### config.mk
export PLATFORM = sky130hd
export DESIGN_NAME = interval_timer_arbiter
export DESIGN_NICKNAME = d
export VERILOG_FILES = /design/src/rtl/interval_timer_arbiter.sv
export SDC_FILE = /design/constraint.sdc
export NUM_CORES = 1
export LEC_CHECK = 0
export ABC_AREA = 1
export CAP_MARGIN = 40
export CORE_ASPECT_RATIO = 1.25
export CORE_MARGIN = 8
export CORE_UTILIZATION = 41
export CTS_BUF_LIST = sky130_fd_sc_hd__clkbuf_8
export DETAILED_ROUTE_END_ITERATION = 10
export PLACE_DENSITY = 0.86
export SLEW_MARGIN = 10
export SYNTH_ARGS = -nofsm -noshare
export SYNTH_HDL_FRONTEND = slang
export SYNTH_SLANG_ARGS = --single-unit
export TNS_END_PERCENT = 20
### constraint.sdc
create_clock -name clk -period 3.5 [get_ports clk]
set_input_delay 0.7 -clock clk [delete_from_list [all_inputs] [get_ports clk]]
set_output_delay 0.7 -clock clk [all_outputs]
set_load 0.03 [all_outputs]
### src/rtl/interval_timer_arbiter.sv
// interval_timer_arbiter: round-robin share of one down-counter among NREQ timer clients
// Ports:
//   clk      - rising-edge clock
//   reset    - asynchronous active-low reset
//   req      - level request per requester, held until done or abandon
//   interval - requester i's terminal count in bits [i*WIDTH +: WIDTH]
//   grant    - one-hot owner of the counter, zero when idle
//   done     - one-cycle one-hot expiry pulse to the owner
//   busy     - high whenever the counter is owned (RUN or DONE)
//   count    - current counter value, zero when idle
module interval_timer_arbiter #(
    parameter int NREQ  = 4,
    parameter int WIDTH = 16
) (
    input  logic                  clk,
    input  logic                  reset,
    input  logic [NREQ-1:0]       req,
    input  logic [NREQ*WIDTH-1:0] interval,
    output logic [NREQ-1:0]       grant,
    output logic [NREQ-1:0]       done,
    output logic                  busy,
    output logic [WIDTH-1:0]      count
);
    localparam int LW = (NREQ > 1) ? $clog2(NREQ) : 1;
    typedef enum logic [1:0] {IDLE, RUN, DONE} state_t;
    state_t        state;
    logic [LW-1:0] last;
    logic [LW-1:0] win;
    logic [LW-1:0] cand;
    // Walk the ring from farthest to nearest so the nearest set bit after last wins.
    always_comb begin
        win  = last;
        cand = last;
        for (int k = NREQ; k >= 1; k--) begin
            cand = LW'((int'(last) + k) % NREQ);
            if (req[cand]) win = cand;
        end
    end
    // last doubles as the owner index while RUN or DONE.
    always_ff @(posedge clk or negedge reset) begin
        if (!reset) begin
            state <= IDLE;
            grant <= '0;
            done  <= '0;
            busy  <= 1'b0;
            count <= '0;
            last  <= LW'(NREQ - 1);
        end else begin
            done <= '0;
            case (state)
                IDLE: begin
                    if (|req) begin
                        state <= RUN;
                        grant <= NREQ'(1) << win;
                        busy  <= 1'b1;
                        count <= interval[win*WIDTH +: WIDTH];
                        last  <= win;
                    end
                end
                RUN: begin
                    if (!req[last]) begin
                        state <= IDLE;
                        grant <= '0;
                        busy  <= 1'b0;
                        count <= '0;
                    end else if (count == '0) begin
                        state <= DONE;
                        done  <= grant;
                    end else begin
                        count <= count - 1'b1;
                    end
                end
                default: begin
                    state <= IDLE;
                    grant <= '0;
                    busy  <= 1'b0;
                    count <= '0;
                end
            endcase
        end
    end
endmodule

==> out/metrics.yaml <==
run_status: "finished clean"
max-cap-violations: 0
timing.setup.critical_path_class: "primary input to register"
initial_utilization_pct: 41.8
rr_worst_depth: 16
register_area_sq_um: 728
synth_sequential_area_ratio_pct: 28.4
crit_path_max_cell_delay_ns: 0.51
power_leakage_nw: 1.95
post-route-drc-count: 0
final_antenna_net_count: 0
critPathBufInv: 3
final_net_count: 597
clock_latency_late_sink_ns: 0.29
final_max_slew_viol_count: 0
globalRouteTotalUtil_pct: 17.6
multiInputGateArea_sq_um: 1580
clock_sink_count: 29
critical_path_source_type: "primary input"
antenna_found_initial: 0
globalplace.congestion: 0.925
reg2reg_setup_slack_ns: 1.12
critical_path_cell_count: 17
die-area_sq_um: 9050
final.setup.tns_ns: 0
final-setup-viol-count: 0
crit_path_end_kind: "register"
detailedRoute.firstPassIterationCount: 5
synth.cell_area_sq_um: 2560
cp.required_ns: 3.73
power.density_nw_per_um2: 1000
via_count: 2933
synth.avg_cell_area_sq_um: 5.86
chipWidth_um: 86.7
routed.top_layer: "met4"
drive_gt1_share_pct: 6.84
crit_arrival_ns: 2.81
crit_top_cell: "sky130_fd_sc_hd__nand2_1"
final.period_utilization_pct: 73.9
critPathTopFamily: "simple AND/OR/NAND/NOR gates"
total_wirelength_of_the_detailed_routed_design_um: 7750
met1_length_um: 3180
route.met3.wl_um: 591
drtIter0Drc: 135
critPathMaxFanout: 35
tritoncts_clock_tree: "yes"
met2RoutedLength_um: 3840
cts_max_level: 2
holdBufCountCts: 0
yosys_warnings: 0
routed_wirelength_normalized_by_instance_count_um: 12.7
synth_nets: 509
maxClockFrequency_mhz: 386
critical_path.cell_chain: "clkdlybuf4s50_1, inv_1, nand2_1, nand3_1, nand2_1, inv_2, nand2_4, nand3_4, nand2_8, nand2_1, nand2_1, nand2_1, nand2_1, nand2_1, nand2_1, nand2_1, nand2_1"
fp.dieH_um: 104
postCtsResizedCells: 0
post_synth_num_cell_types: 32
port_buffers: 94
worstMarginPinSlew_ns: 0.427
clock_tree.buffer_depth: 2
first_global_vias: 2861
ys_seq_elements: 29
clock-root-buffer: "sky130_fd_sc_hd__clkbuf_8"
globalRoute.totalOverflow: 0
num_rows: 32
post_cts.repair.setup_buffers: 0
maxSlewHeadroom_pct: 71.3
worst_hold_path_type: "register to register"
detailedPlacementHpwl_um: 6080
finalHoldWorstSlack_ns: 0.505
p_r_area_growth_vs_syn_pct: 41.2
cts-buffers-inserted: 5
fp.coreArea_sq_um: 6130
grt_max_degree: 36
clk_transition_reported_paths_ns: 0.06
critical-path-slowest-cell: "sky130_fd_sc_hd__clkdlybuf4s50_1"
final.min_clock_period_ns: 2.59
postSynthCellCount: 437
ir_drop_uv: 502
floorplan.io_pins: 95
rsz_0062_raised_after_global_routing: "no"
grt_first_pass_wirelength_um: 13000
hold-path-cell-count: 2
viasPerCell: 4.80
timing_hold_violations_final: 0
insertedDiodeCount: 0
fin_skew_ns: 0.00799
number_of_filler_instances_in_the_final_layout: 577
[layout make-up]
| cell class | instances | share of cell area (%) |
|---|---|---|
| sequential | 29 | 20.1 |
| timing repair buffer | 98 | 26.9 |
| inverter | 34 | 3.67 |
| multi-input combinational | 357 | 43.7 |
| tap | 85 | 2.94 |
| clock inverter | 2 | 0.381 |
| clock buffer | 6 | 2.28 |
[registers in the layout, indices dropped and copies added (netlist names)]
register	count
state	2
busy	1
last	2
grant	4
count	16
done	4
[worst reg2reg max path: stages (launching register included)]
cell,delay (ns)
sky130_fd_sc_hd__dfstp_2,0.67
sky130_fd_sc_hd__inv_6,0.08
sky130_fd_sc_hd__nand2_2,0.07
sky130_fd_sc_hd__nand2_2,0.07
sky130_fd_sc_hd__nand2_2,0.08
sky130_fd_sc_hd__nand2_1,0.07
sky130_fd_sc_hd__inv_2,0.09
sky130_fd_sc_hd__nand3_4,0.32
sky130_fd_sc_hd__nand2_8,0.33
sky130_fd_sc_hd__nand2_1,0.09
sky130_fd_sc_hd__nand2_1,0.07
sky130_fd_sc_hd__nand2_1,0.05
sky130_fd_sc_hd__nand2_1,0.10
sky130_fd_sc_hd__nand2_1,0.06
sky130_fd_sc_hd__nand2_1,0.06
sky130_fd_sc_hd__nand2_1,0.05
sky130_fd_sc_hd__nand2_1,0.06
[worst paths after layout]
path | startpoint | end
max in group asynchronous | reset | last[0]$_DFFE_PN1P_
max reg2reg | last[0]$_DFFE_PN1P_ | count[3]$_DFFE_PN0P_
min in group asynchronous | reset | grant[0]$_DFFE_PN0P_
min reg2reg | busy$_DFFE_PN0P_ | busy$_DFFE_PN0P_
max | req[3] | count[3]$_DFFE_PN0P_
min | busy$_DFFE_PN0P_ | busy$_DFFE_PN0P_
[cell families (layout without fill, tap and decap cells)]
| kind of cell | after synthesis | after routing | synth area share, % |
|---|---|---|---|
| fa+ha+maj | 2 | 2 | 0.977 |
| flops | 29 | 29 | 28.4 |
| xor+xnor | 7 | 7 | 2.39 |
| compound gates | 17 | 17 | 3.86 |
| simple gates | 331 | 331 | 54.5 |
| buf+inv | 51 | 140 | 9.82 |
[stage by stage]
stage | util, % | cells | instance area (sq um) | setup slack [ns] | total power, W
6_report | 59.0 | 611 | 3620 | 0.912 | 0.00362
2_1_floorplan | - | 437 | 2560 | 1.61 | 0.00280
3_5_place_dp | 57.5 | 603 | 3520 | 0.621 | 0.00333
4_1_cts | 59.0 | 611 | 3620 | 0.912 | 0.00365
5_1_grt | 59.0 | 611 | 3620 | 0.566 | 0.00410
3_3_place_gp | 57.5 | 603 | 3520 | 0.692 | 0.00327
[synth_stat cells]
library cell               number  area, sq um
sky130_fd_sc_hd__nor2_1        29          109
sky130_fd_sc_hd__dfstp_2        2         52.6
sky130_fd_sc_hd__nand2_2        7         43.8
sky130_fd_sc_hd__nand4_2        1         12.5
sky130_fd_sc_hd__nand3_1       43          215
sky130_fd_sc_hd__nor4_1         2         12.5
sky130_fd_sc_hd__o32ai_1        3         26.3
sky130_fd_sc_hd__or2_0          1         6.26
sky130_fd_sc_hd__nand3_4        1         17.5
sky130_fd_sc_hd__and2_1         1         6.26
sky130_fd_sc_hd__xor2_1         4         35.0
sky130_fd_sc_hd__inv_2          6         22.5
sky130_fd_sc_hd__buf_6          5         56.3
sky130_fd_sc_hd__a21o_1         1         7.51
sky130_fd_sc_hd__ha_1           2         25.0
sky130_fd_sc_hd__nand2_4        2         22.5
sky130_fd_sc_hd__o21ai_1        1         5.00
sky130_fd_sc_hd__buf_2          8         40.0
sky130_fd_sc_hd__inv_1         27          101
sky130_fd_sc_hd__nand3b_1       1         7.51
sky130_fd_sc_hd__nor4_2         1         12.5
sky130_fd_sc_hd__nand2_8        1         20.0
sky130_fd_sc_hd__inv_6          1         8.76
sky130_fd_sc_hd__buf_4          2         15.0
sky130_fd_sc_hd__or2_2          2         12.5
sky130_fd_sc_hd__clkbuf_1       2         7.51
sky130_fd_sc_hd__xnor2_1        3         26.3
sky130_fd_sc_hd__a21oi_1        5         25.0
sky130_fd_sc_hd__nor3_1         1         5.00
sky130_fd_sc_hd__nand2_1      238          893
sky130_fd_sc_hd__dfrtp_1       27          676
sky130_fd_sc_hd__o21ai_0        7         35.0
[power breakdown]
part | internal (W) | switching, W | total, W
logic | 0.000946 | 0.00176 | 0.00271
clock network | 0.000159 | 0.000134 | 0.000293
registers | 0.000468 | 0.000148 | 0.000616
total | 0.00157 | 0.00205 | 0.00362
[cell usage in the layout (no fill, tap or decap), types with 3 or more instances in the layout]
cell type	instances
sky130_fd_sc_hd__dfrtp_1	27
sky130_fd_sc_hd__xor2_1	4
sky130_fd_sc_hd__nand3_1	43
sky130_fd_sc_hd__xnor2_1	3
sky130_fd_sc_hd__nand2_2	7
sky130_fd_sc_hd__clkbuf_8	6
sky130_fd_sc_hd__a21oi_1	5
sky130_fd_sc_hd__inv_2	6
sky130_fd_sc_hd__buf_4	4
sky130_fd_sc_hd__o21ai_0	7
sky130_fd_sc_hd__clkdlybuf4s50_1	94
sky130_fd_sc_hd__inv_1	27
sky130_fd_sc_hd__nand2_1	238
sky130_fd_sc_hd__nor2_1	29
sky130_fd_sc_hd__o32ai_1	3
[metal layers]
layer | vias to the layer above | GRT usage [%]
met5 | - | 0
met4 | 0 | 7.04
met3 | 10 | 4.58
met2 | 88 | 29.1
met1 | 1311 | 20.8
li1 | 1524 | -
Power figures use the tool's default switching activity.
